[src/rtl/pc_redirect_sequencer.sv]
// IF-stage PC owner: sequential PC+4 advance, prioritised branch/jump redirects,
// and a one-entry buffer that holds a redirect raised while the hazard unit stalls.
module pc_redirect_sequencer #(
    parameter logic [31:0] RESET_PC = 32'h0000_0000,
    parameter int          CNT_W    = 16
) (
    input  logic             clk,
    input  logic             rst,
    input  logic             stall,
    input  logic             br_taken,
    input  logic [31:0]      br_target,
    input  logic             jmp_valid,
    input  logic [31:0]      jmp_target,
    input  logic             jr_valid,
    input  logic [31:0]      jr_target,
    output logic [31:0]      pc,
    output logic [31:0]      pc_plus4,
    output logic             flush_if,
    output logic             redirect_pend,
    output logic             addr_err,
    output logic [CNT_W-1:0] redirect_cnt
);

    typedef enum logic {IDLE = 1'b0, PEND = 1'b1} state_t;

    localparam logic [1:0] CLS_J  = 2'd0;
    localparam logic [1:0] CLS_JR = 2'd1;
    localparam logic [1:0] CLS_BR = 2'd2;

    state_t             state_reg, state_next;
    logic [31:0]        pc_reg, pc_next;
    logic [31:0]        pend_target_reg, pend_target_next;
    logic [1:0]         pend_class_reg, pend_class_next;
    logic               flush_reg, flush_next;
    logic               err_reg, err_next;
    logic [CNT_W-1:0]   cnt_reg, cnt_next;

    logic               req_valid;
    logic [1:0]         req_class;
    logic [31:0]        req_target;
    logic               apply;
    logic [31:0]        apply_target;

    // The older instruction in the pipeline (EX branch) beats the ID-stage jumps.
    always_comb begin
        req_valid  = 1'b1;
        req_class  = CLS_J;
        req_target = jmp_target;
        if (br_taken) begin
            req_class  = CLS_BR;
            req_target = br_target;
        end else if (jr_valid) begin
            req_class  = CLS_JR;
            req_target = jr_target;
        end else if (!jmp_valid) begin
            req_valid  = 1'b0;
        end
    end

    always_ff @(posedge clk) begin
        if (rst) begin
            state_reg       <= IDLE;
            pc_reg          <= RESET_PC;
            pend_target_reg <= 32'h0;
            pend_class_reg  <= CLS_J;
            flush_reg       <= 1'b0;
            err_reg         <= 1'b0;
            cnt_reg         <= '0;
        end else begin
            state_reg       <= state_next;
            pc_reg          <= pc_next;
            pend_target_reg <= pend_target_next;
            pend_class_reg  <= pend_class_next;
            flush_reg       <= flush_next;
            err_reg         <= err_next;
            cnt_reg         <= cnt_next;
        end
    end

    always_comb begin
        state_next       = state_reg;
        pc_next          = pc_reg;
        pend_target_next = pend_target_reg;
        pend_class_next  = pend_class_reg;
        flush_next       = 1'b0;
        err_next         = 1'b0;
        cnt_next         = cnt_reg;
        apply            = 1'b0;
        apply_target     = req_target;

        case (state_reg)
            IDLE: begin
                if (stall) begin
                    if (req_valid) begin
                        pend_target_next = req_target;
                        pend_class_next  = req_class;
                        state_next       = PEND;
                    end
                end else if (req_valid) begin
                    apply = 1'b1;
                end else begin
                    pc_next = pc_reg + 32'd4;
                end
            end
            PEND: begin
                if (stall) begin
                    // Equal class replaces: the newer request of the same kind is the live one.
                    if (req_valid && (req_class >= pend_class_reg)) begin
                        pend_target_next = req_target;
                        pend_class_next  = req_class;
                    end
                end else begin
                    apply      = 1'b1;
                    state_next = IDLE;
                    if (!(req_valid && (req_class > pend_class_reg))) begin
                        apply_target = pend_target_reg;
                    end
                end
            end
            default: state_next = IDLE;
        endcase

        if (apply) begin
            pc_next    = {apply_target[31:2], 2'b00};
            flush_next = 1'b1;
            err_next   = |apply_target[1:0];
            if (cnt_reg != {CNT_W{1'b1}}) begin
                cnt_next = cnt_reg + CNT_W'(1);
            end
        end
    end

    always_comb begin
        pc            = pc_reg;
        pc_plus4      = pc_reg + 32'd4;
        flush_if      = flush_reg;
        addr_err      = err_reg;
        redirect_pend = (state_reg == PEND);
        redirect_cnt  = cnt_reg;
    end

endmodule

[config.mk]
export PLATFORM = sky130hd
export DESIGN_NAME = pc_redirect_sequencer
export DESIGN_NICKNAME = d
export VERILOG_FILES = /design/src/rtl/pc_redirect_sequencer.sv
export SDC_FILE = /design/constraint.sdc
export NUM_CORES = 1
export LEC_CHECK = 0
export BUFFER_PORTS_ARGS = -buffer_cell sky130_fd_sc_hd__buf_2
export CAP_MARGIN = 0
export CELL_PAD_IN_SITES_DETAIL_PLACEMENT = 1
export CELL_PAD_IN_SITES_GLOBAL_PLACEMENT = 1
export CORE_UTILIZATION = 40
export CTS_BUF_LIST = sky130_fd_sc_hd__clkbuf_16
export CTS_CLUSTER_DIAMETER = 200
export DETAILED_ROUTE_END_ITERATION = 8
export GPL_TIMING_DRIVEN = 0
export PLACE_DENSITY_LB_ADDON = 0.12
export SYNTH_ARGS = -nofsm -noshare
export SYNTH_HDL_FRONTEND = slang
export SYNTH_SLANG_ARGS = --single-unit
[constraint.sdc]
create_clock -name clk -period 8.5 [get_ports clk]
set_clock_uncertainty 0.2 [all_clocks]
set_input_delay 1.7 -clock clk [delete_from_list [all_inputs] [get_ports clk]]
set_output_delay 1.7 -clock clk [all_outputs]
set_load 0.05 [all_outputs]
# == After elaboration in Yosys (flattened, before gate mapping) ==
# Cells that the tools add are included.
# totals
ff_bits,85
input_bits,102
out_inout_bits,83
wordCells,65
# classes
addsub,2
magnitude_cmp,2
eq_ne,8
mux,32
n_bitwise,4
n_reduce_logical,9
# op_table
cell,count
32-bit 2-to-1 mux,13
32-bit one-hot mux with 2 select lines,1
"32-bit by 3-bit adder with 32-bit output, second input constant",1
"16-bit by 1-bit adder with 16-bit output, second input constant",1
"16-bit != test, second input constant",1
1-bit 2-to-1 mux,10
2-bit 2-to-1 mux,5
"2-bit by 1-bit != test with 1-bit output, second input constant",4
"2-bit != test, second input constant",3
3-bit AND reduction,2
2-bit OR reduction,3
1-bit NOT,4
1-bit one-hot mux with 2 select lines,2
2-bit one-hot mux with 2 select lines,1
4-bit AND reduction,1
2-bit greater-or-equal comparator,1
2-bit greater-than comparator,1
1-bit logical AND,2
2-bit AND reduction,1

# == Depth between registers and ports, before layout ==
# depth
word_depth,8
ltp_mapped,11
mapped_depth_nobuf,8

# == Least setup slack after synthesis ==
# OpenSTA, ideal clock, no wires.
# synth_timing
path_kind,register to output
from,"register pc_reg[15], in the netlist pc[15]"
to,output pc_plus4[29]
arrival_ns,2.762
t_required_ns,6.600
path_slack_ns,3.838
path_stages_with_launch,8
path_buffers,2
path_cell_list,dfxtp_1 -> buf_2 -> nand4_4 -> nor4_4 -> and2_2 -> buf_2 -> nand2_1 -> xnor2_1
# synth_via
elab_chain_len,1
# synth_rtl
element,line,text
from (decl),31,"logic [31:0] pc_reg, pc_next;"
from (signal assigned),71,pc_reg <= pc_next;
32-bit by 3-bit adder with 32-bit output,135,pc_plus4 = pc_reg + 32'd4;
to (decl),17,"output logic [31:0] pc_plus4,"
# No other way between the ends.

# == Worst setup path after layout ==
# layout_timing
from,"register pc_reg[2], in the netlist pc[2]"
to,output pc_plus4[26]
# The elaborated chain is that of the path after synthesis.

==> flow_metrics.env <==
export IMPL_dp_hpwl_mm=15.71
export IMPL_tritoncts="yes"
export IMPL_post_cts_resize_count=0
export IMPL_gp_congestion=0.8588
export IMPL_fillers=1684
export IMPL_syn_avg_cell_area_um2=8.282
export IMPL_status="completed"
export IMPL_route_vias_total=5843
export IMPL_antenna_found_initial=0
export IMPL_route_detailed_drc=0
export IMPL_hold_path_class="reg -> reg"
export IMPL_numCtsBuffers=9
export IMPL_fin_crit_sh_pct=55.20
export IMPL_start_kind="flip-flop"
export IMPL_postCtsSetupRepairBufs=0
export IMPL_ant_nets=0
export IMPL_grt_overflow_total=0
export IMPL_final_common_cell="buf_2"
export IMPL_grtUsageMet2_pct=49.02
export IMPL_yosysWarnings=0
export IMPL_grt_usage_pct=29.09
export IMPL_drt_wl_total_mm=20.45
export IMPL_critical_path_max_fanout=7
export IMPL_fin_crit_ns=4.692
export IMPL_clock_latency_ns=0.35
export IMPL_io_buffers=178
export IMPL_drive_gt1_share_pct=29.51
export IMPL_busiest_layer="met2"
export IMPL_path_clk_slew_ns=0.07
export IMPL_netlist_area_mm2=0.005524
export IMPL_die_y_um=119.5
export IMPL_num_nets_final=965
export IMPL_crit_type="reg -> out"
export IMPL_netlist_area_leader_share_pct=30.08
export IMPL_ios=185
export IMPL_vdd_drop_max_uv=118.5
export IMPL_dr_pass1_iters=4
export IMPL_power_frac_comb_pct=27.1
export IMPL_root_buffer="clkbuf_16"
export IMPL_synth_seq_cells=83
export IMPL_vias_per_cell=5.618
export IMPL_synth_main_ff_cell="dfxtp_1"
export IMPL_clk_path_buf_depth=2
export IMPL_dieArea_mm2=0.01428
export IMPL_finalSetupViolCount=0
export IMPL_avgRoutedWirePerCell_um=19.66
export IMPL_p_leak_nw=3.316
export IMPL_core_mm2=0.01335
export IMPL_slew_viol_final=0
export IMPL_grt_pass1_vias=6072
export IMPL_cts_hold_buf=0
export IMPL_worstMarginPinSlew_ns=0.7317
export IMPL_critPathCaptureType="output port"
export IMPL_rsz0062_at_grt="false"
export IMPL_largest_register_ffs=32
export IMPL_drt_iter0_markers=272
export IMPL_die_x_um=119.5
export IMPL_drv_cap=0
export IMPL_cellPowerDensity_mw_per_mm2=168.1
export IMPL_syn_inst=667
export IMPL_fmaxAchievable_mhz=213.1
export IMPL_slew_headroom_pct=50.86
export IMPL_p_int_w=0.0007444
export IMPL_synth_async_sr_flop_share_pct=0
export IMPL_numPlacedInstances=1024
export IMPL_met1_usage_pct=36.52
export IMPL_final_cell_mix="193 x buf_2, 83 x dfxtp_1, 80 x mux2i_1"
export IMPL_arrival_ns=2.79
export IMPL_num_rows=42
export IMPL_synth_edff_count=0
export IMPL_clock_sinks=83
export IMPL_ys_types=66
export IMPL_area_growth_synth_to_final_pct=25.78
export IMPL_cp_data_required_time_ns=6.60
export IMPL_met3_usage_pct=5.846
export IMPL_p_sw_share_pct=36.28
export IMPL_diodes=0
export IMPL_synth_top_cell_by_area="dfxtp_1"
export IMPL_clkPwrFrac_pct=35.4
export IMPL_final_util_pct=52.05
export IMPL_seqPwrFrac_pct=37.5
export IMPL_hold_viol=0
export IMPL_grt_pass1_wl_mm=32.19
export IMPL_switchingPower_w=0.0004238
export IMPL_start_util_pct=41.39
export IMPL_fin_tns_setup_ns=0
export IMPL_grt_max_degree=16
export IMPL_fin_cells=1040
export IMPL_synth_seq_area_share_pct=30.08
export IMPL_synthTopCellsByArea="dfxtp_1 30%, mux2i_1 14%, o21ai_0 4.8%, nor2_1 4.1%, nand2_1 4.0%"
export IMPL_h_tree_depth=3
-- power by group through the flow --
stage	Combinational [W]	Clock, W	Sequential [W]
finish	0.000316	0.000414	0.000438
global route	0.000337	0.000432	0.000441
CTS	0.000316	0.000413	0.000438
detailed placement	0.000313	0	0.000446
global placement	0.000305	0	0.000444
floorplan	0.000174	0	0.000484
-- layout make-up --
class / count / area, um2 / area share (%)
multi-input cells: 511 / 3478 / 50.06
flip-flops and latches: 83 / 1662 / 23.91
repair buffers: 178 / 890.9 / 12.82
plain buffers: 57 / 324.1 / 4.664
clock buffers: 9 / 225.2 / 3.241
well taps: 176 / 220.2 / 3.169
clock inverters: 7 / 76.32 / 1.099
inverters: 19 / 71.32 / 1.026
-- stage by stage --
stage / worst slack (ns) / total power (W) / hold WS (ns) / instance area [um2]
5_1_grt: 3.618 / 0.001210 / 0.3297 / 6948
2_1_floorplan: 3.838 / 0.0006588 / 0.2511 / 5535
4_1_cts: 3.790 / 0.001166 / 0.2941 / 6948
3_3_place_gp: 3.812 / 0.0007497 / 0.2643 / 6646
6_report: 3.808 / 0.001168 / 0.2902 / 6948
3_5_place_dp: 3.684 / 0.0007591 / 0.2781 / 6646
-- metal layers --
metal | vias up | routed length [um]
li1 | 2785 | -
met3 | 31 | 1475
met5 | - | 0
met1 | 2832 | 8691
met2 | 195 | 9877
met4 | 0 | 403
-- cells by family (layout without fill, tap and decap cells) --
group	count (synthesis)	in the layout	synth area share (%)
multiplexers	89	89	16.40
adder cells (fa/ha/maj)	4	4	0.9060
AND/OR/NAND/NOR	234	234	23.15
other	1	4	0.06789
AO/OA/AOI/OAI	144	144	16.53
XOR/XNOR	36	36	5.708
buffers and inverters	76	270	7.157
flip-flops	83	83	30.08
-- Yosys cell counts, types with 3 or more instances --
library cell	number
buf_4	6
a21boi_0	4
or3_1	11
nand2_1	59
nand3_1	19
dfxtp_1	83
buf_2	15
mux2i_1	80
o211ai_1	4
clkbuf_8	4
nor4_1	3
a21oi_1	20
o221ai_1	5
ha_1	4
and3_1	19
buf_6	3
o22ai_1	5
mux2_2	8
nor3_1	6
clkbuf_1	28
and4_1	5
a211oi_1	11
o21ai_0	53
nand4_2	4
o2111ai_1	3
and2_1	3
a31oi_1	18
nor2_1	60
a41oi_1	3
nor2b_1	13
xor2_1	16
nand4_1	11
nand3b_1	3
inv_1	18
xnor2_1	20
-- worst max-delay path: stages, from the launching register on --
cell      delay, ns
dfxtp_1        0.46
ha_1           0.33
nand3_1        0.28
or3_1          0.42
clkbuf_1       0.19
o31a_1         0.34
or2_1          0.22
buf_2          0.21
-- path summary, 6_finish.rpt --
kind	startpoint	endpoint	cells after the start	slack, ns
max	pc[2]	pc_plus4[26]	7	3.81
min	pend_target_reg[30]	pend_target_reg[30]	2	0.29
max reg2reg	pend_class_reg[1]	pc[23]	8	5.74
min reg2reg	pend_target_reg[30]	pend_target_reg[30]	2	0.29
Power figures use the tool's default switching activity.
